`config.mk`:
```
export PLATFORM = sky130hd
export DESIGN_NAME = ibex_rf_wb_buffer
export DESIGN_NICKNAME = d
export VERILOG_FILES = /design/src/rtl/ibex_rf_wb_buffer.sv
export SDC_FILE = /design/constraint.sdc
export NUM_CORES = 1
export LEC_CHECK = 0
export BUFFER_PORTS_ARGS = -buffer_cell sky130_fd_sc_hd__buf_2
export CORE_ASPECT_RATIO = 0.7
export CORE_MARGIN = 5
export CORE_UTILIZATION = 47
export DETAILED_ROUTE_END_ITERATION = 10
export HOLD_SLACK_MARGIN = 0.08
export MAX_ROUTING_LAYER = met4
export PLACE_DENSITY = 0.77
export SYNTH_ARGS = -nofsm -noshare
export SYNTH_HDL_FRONTEND = slang
export SYNTH_SLANG_ARGS = --single-unit
```
`constraint.sdc`:
```
create_clock -name clk_i -period 3.4 [get_ports clk_i]
set_input_delay 0.51 -clock clk_i [delete_from_list [all_inputs] [get_ports clk_i]]
set_output_delay 0.51 -clock clk_i [all_outputs]
set_load 0.01 [all_outputs]
```
`src/rtl/ibex_rf_wb_buffer.sv`:
```
// Merges EX results (0-cycle, never stalled) and queued LSU results onto the RF write port, forwarding queued data to ID reads.
// lsu_ready_o drops only when the queue is full; IBEX_WB_BUF_BYPASS_EN lets an LSU beat write straight through when EX is idle and the queue is empty.
module ibex_rf_wb_buffer #(
  parameter int unsigned DataWidth = 32,
  parameter int unsigned Depth     = 2
) (
  input  logic                 clk_i,
  input  logic                 rst_i,

  input  logic                 ex_we_i,
  input  logic [4:0]           ex_waddr_i,
  input  logic [DataWidth-1:0] ex_wdata_i,

  input  logic                 lsu_valid_i,
  output logic                 lsu_ready_o,
  input  logic [4:0]           lsu_waddr_i,
  input  logic [DataWidth-1:0] lsu_wdata_i,

  output logic                 rf_we_o,
  output logic [4:0]           rf_waddr_o,
  output logic [DataWidth-1:0] rf_wdata_o,

  input  logic [4:0]           raddr_a_i,
  input  logic [4:0]           raddr_b_i,
  input  logic [4:0]           raddr_rd_i,
  output logic                 fwd_a_o,
  output logic                 fwd_b_o,
  output logic                 fwd_rd_o,
  output logic [DataWidth-1:0] fwd_a_data_o,
  output logic [DataWidth-1:0] fwd_b_data_o,
  output logic [DataWidth-1:0] fwd_rd_data_o,

  output logic                 pending_o
);

  localparam int unsigned PtrW = (Depth > 1) ? $clog2(Depth) : 1;
  localparam int unsigned CntW = $clog2(Depth + 1);

  typedef struct packed {
    logic                 valid;
    logic [4:0]           waddr;
    logic [DataWidth-1:0] wdata;
  } entry_t;

  entry_t          q [Depth];
  logic [PtrW-1:0] head;
  logic [PtrW-1:0] tail;
  logic [CntW-1:0] count;

  entry_t head_e;
  entry_t push_e;
  logic   full;
  logic   empty;
  logic   pop;
  logic   push;
  logic   bypass;

  function automatic logic [PtrW-1:0] ptr_inc(input logic [PtrW-1:0] p);
    return (p == PtrW'(Depth - 1)) ? '0 : p + PtrW'(1);
  endfunction

  assign head_e      = q[head];
  assign full        = (count == CntW'(Depth));
  assign empty       = (count == '0);
  assign lsu_ready_o = ~full;
  assign pending_o   = ~empty;

  // A killed (invalid) head drains even while EX owns the write port.
  assign pop = ~empty & (~ex_we_i | ~head_e.valid);

`ifdef IBEX_WB_BUF_BYPASS_EN
  assign bypass = lsu_valid_i & ~ex_we_i & empty;
`else
  assign bypass = 1'b0;
`endif

  assign push = lsu_valid_i & ~full & ~bypass;

  // The LSU result is older than a same-cycle EX write to the same register.
  assign push_e.valid = (lsu_waddr_i != 5'd0) &
                        ~(ex_we_i & (ex_waddr_i == lsu_waddr_i));
  assign push_e.waddr = lsu_waddr_i;
  assign push_e.wdata = lsu_wdata_i;

  always_comb begin
    rf_we_o    = 1'b0;
    rf_waddr_o = '0;
    rf_wdata_o = '0;
    if (!rst_i) begin
      if (ex_we_i) begin
        rf_we_o    = (ex_waddr_i != 5'd0);
        rf_waddr_o = ex_waddr_i;
        rf_wdata_o = ex_wdata_i;
      end else if (!empty && head_e.valid) begin
        rf_we_o    = 1'b1;
        rf_waddr_o = head_e.waddr;
        rf_wdata_o = head_e.wdata;
      end else if (bypass) begin
        rf_we_o    = (lsu_waddr_i != 5'd0);
        rf_waddr_o = lsu_waddr_i;
        rf_wdata_o = lsu_wdata_i;
      end
    end
  end

  always_ff @(posedge clk_i or posedge rst_i) begin
    if (rst_i) begin
      for (int i = 0; i < int'(Depth); i++) begin
        q[i] <= '0;
      end
      head  <= '0;
      tail  <= '0;
      count <= '0;
    end else begin
      for (int i = 0; i < int'(Depth); i++) begin
        if (ex_we_i && (q[i].waddr == ex_waddr_i)) begin
          q[i].valid <= 1'b0;
        end
      end
      if (pop) begin
        q[head].valid <= 1'b0;
        head          <= ptr_inc(head);
      end
      if (push) begin
        q[tail] <= push_e;
        tail    <= ptr_inc(tail);
      end
      count <= count + CntW'(push) - CntW'(pop);
    end
  end

  // Forwarding walks entries oldest to youngest so the youngest match wins.
  logic [4:0]           raddr   [3];
  logic [2:0]           fwd_hit;
  logic [DataWidth-1:0] fwd_dat [3];
  logic [PtrW:0]        age_sum;
  logic [PtrW-1:0]      age_idx;

  assign raddr[0] = raddr_a_i;
  assign raddr[1] = raddr_b_i;
  assign raddr[2] = raddr_rd_i;

  always_comb begin
    fwd_hit = '0;
    age_sum = '0;
    age_idx = '0;
    for (int p = 0; p < 3; p++) begin
      fwd_dat[p] = '0;
      for (int k = 0; k < int'(Depth); k++) begin
        age_sum = {1'b0, head} + (PtrW + 1)'(k);
        if (age_sum >= (PtrW + 1)'(Depth)) begin
          age_sum = age_sum - (PtrW + 1)'(Depth);
        end
        age_idx = age_sum[PtrW-1:0];
        if ((CntW'(k) < count) && q[age_idx].valid &&
            (q[age_idx].waddr == raddr[p]) && (raddr[p] != 5'd0)) begin
          fwd_hit[p] = 1'b1;
          fwd_dat[p] = q[age_idx].wdata;
        end
      end
    end
  end

  assign fwd_a_o       = fwd_hit[0];
  assign fwd_b_o       = fwd_hit[1];
  assign fwd_rd_o      = fwd_hit[2];
  assign fwd_a_data_o  = fwd_dat[0];
  assign fwd_b_data_o  = fwd_dat[1];
  assign fwd_rd_data_o = fwd_dat[2];

endmodule

```
==> metrics.md <==
| Metric | Value |
|---|---|
| Vias in the first global route | `6287` |
| Die Y-Extent | `111 um` |
| Vias/cell | `5.71` |
| Area of the multi-input gates | `4550 um2` |
| Data required, critical path | `2890 ps` |
| Hold Crit Class | `primary input to register` |
| Core Area | `14100 um2` |
| Startpoint Class | `register` |
| Leading area contributor after synthesis | `dfrtp_1` |
| Status | `finished, final reports clean` |
| Placer Congestion | `0.936` |
| Setup Viol. Count Final | `0` |
| Grt ovf | `0` |
| Detailed-route DRC error count | `0` |
| Final slew viol count | `0` |
| First-pass GRT wire length | `34100 um` |
| H-tree depth | `3` |
| Clock buffer count from CTS | `9` |
| Die area | `17000 um2` |
| Crit Path Category | `register to output port` |
| Post-synthesis sequential area ratio | `29.5%` |
| Post-Syn Area | `6790 um2` |
| Area fraction of the dominant cell type after synthesis | `29.5%` |
| Top cells by count, synth | `mux2i_1, mux2_2, nand3_1, dfrtp_1, nor2_1` |
| Sequential power share | `24.8%` |
| Final Hold Viols | `0` |
| Worst hold margin | `409 ps` |
| Post-synth EDFFs | `0` |
| Worst skew pair latency | `340 ps` |
| Maximum clock path buffer count | `2` |
| Worst-Margin Slew | `1020 ps` |
| Clock group share of total power | `12.9%` |
| Slew headroom | `32.3%` |
| VDD IR-drop max | `0.437 mV` |
| FP Rows | `36` |
| FF+latch count, synth | `80` |
| Synth warnings | `0` |
| Post-synth ARST share | `100%` |
| Most area-consuming cells after synthesis | `dfrtp_1, mux2i_1, mux2_2, nand3_1, xor2_1` |
| Min Tclk post-route | `3380 ps` |
| Fin util | `61.7%` |
| Hold buffers post-CTS | `0` |
| Post-DP HPWL | `15900 um` |
| Root Driver | `clkbuf_16` |
| Final WL | `21600 um` |
| NetSw | `3590 uW` |
| Worst EP arrival | `2870 ps` |
| I/O Buffers | `231` |
| Avg WL per Cell | `19.8 um` |
| Register area | `2010 um2` |
| TritonRoute pass-1 iters | `7` |
| Pint | `4240 uW` |
| Layout cell share with drive strength beyond 1 | `47.2%` |
| Register clock-pin slew on the reported worst setup and hold paths | `70 ps` |
| LEAKAGE | `0.00470 uW` |
| Fillers | `1212` |
| Switching Share | `45.8%` |
| Layout area overhead | `27.8%` |
| Pin count of the biggest net entering global routing | `81` |
| Total number of vias | `6217` |
| Clk sinks | `80` |
| RSZ-0062 raised after global routing | `yes` |
| Crit-path max FO | `15` |
| Synth Flop Type | `dfrtp_1` |
| Die Width | `154 um` |
| Gr usage total | `25.3%` |
| Register-to-Register Setup Slack | `1130 ps` |
| I/O pins | `232` |
| Crit. End Element | `output port` |
| Routed Antenna Nets | `0` |
| Comb pwr share | `62.3%` |
| Synth Area per Inst | `10.2 um2` |
| Initial antenna violation count | `1` |
| Distinct cells, synth | `31` |
| Synth Instances | `665` |
| Count leader, synth | `mux2i_1` |
| CTS tree | `yes` |
| Starting Density | `48.3%` |
| Worst Skew | `9.64 ps` |
| Pwr/cell area | `902 nW/um2` |
| Initial drt markers | `410` |
| Max_cap viols | `0` |
| Fmax | `296 MHz` |
| Nets | `988` |
| Synthesized Nets | `760` |
| Final period utilization | `99.5%` |
[through the flow]
step	power [uW]	area [um2]	worst slack, ps	TNS, ps	instances
global route	8320	8680	-53.3	-1180	1089
finish	7830	8680	18.4	0	1089
detailed placement	6480	8170	325	0	1062
floorplan	5060	6790	326	0	665
CTS	7590	8530	5.79	0	1079
global placement	6380	8170	385	0	1062
[path summary, 6_finish.rpt]
| kind | to | startpoint | cells after the start |
|---|---|---|---|
| min in group asynchronous | count[1] | rst_i | 3 |
| setup / recovery | fwd_b_data_o[8] | head | 7 |
| setup reg to reg | count[1] | head | 8 |
| hold reg to reg | count[1] | count[1] | 1 |
| hold / removal | q[66] | lsu_wdata_i[28] | 2 |
| max in group asynchronous | head | rst_i | 3 |
[power groups by stage]
stage / clock, uW / combinational, uW / sequential [uW]
2_1_floorplan: 0 / 3300 / 1750
6_report: 1010 / 4880 / 1940
4_1_cts: 1040 / 4650 / 1910
3_5_place_dp: 0 / 4570 / 1910
3_3_place_gp: 0 / 4500 / 1880
5_1_grt: 1080 / 5230 / 2010
[kinds of logic after synthesis]
group | share of synthesized area (%)
muxes | 43.8
and+or+nand+nor | 13.8
DFF | 29.5
buffers and inverters | 5.57
xor gates and xnor gates | 6.32
AOI/OAI and AO/OA | 0.719
adders and majority gates | 0.369
[registers in the layout, indices dropped and copies added (netlist names)]
signal	count
q	76
head	1
count	2
tail	1
[per-layer routing]
| layer | vias to the layer above | share of wire [%] | GRT usage, % |
|---|---|---|---|
| met5 | - | 0 | - |
| met4 | 0 | 2.2 | 7.06 |
| met3 | 38 | 8.2 | 5.79 |
| met2 | 298 | 46 | 40.4 |
| met1 | 3010 | 43 | 32.6 |
| li1 | 2871 | - | - |
[what timing repair did]
item,in CTS,in global routing
gates resized for setup,6,17
pin swaps,0,4
buffers inserted,1,9
setup endpoints to repair,27,93
[layout make-up]
type                    count  share of cell area, %
clock inverters             7                  0.981
diodes                      1                 0.0288
inverters                   3                  0.173
multi-input cells         523                   52.4
clock buffers               9                   2.60
flip-flops and latches     80                   23.1
well taps                 190                   2.74
repair buffers            276                   17.9
[worst max-delay path, cell delays in order, from the launching register on]
cell and delay [ps]:
dfrtp_4 570, buf_4 240, mux2_2 240, nand2_1 100, or4_2 690, buf_4 250
mux2i_1 240, buf_2 170
[layout by cell type (no fill, tap or decap), types with 11 or more instances in the layout]
cell     instances
buf_2          231
mux2i_1        160
mux2_2         108
nand3_1         85
dfrtp_1         79
nor2_1          46
buf_4           35
xor2_1          27
xnor2_1         22
nand4_1         18
nand2_1         11
No activity file was read; power rests on OpenSTA's default activity.
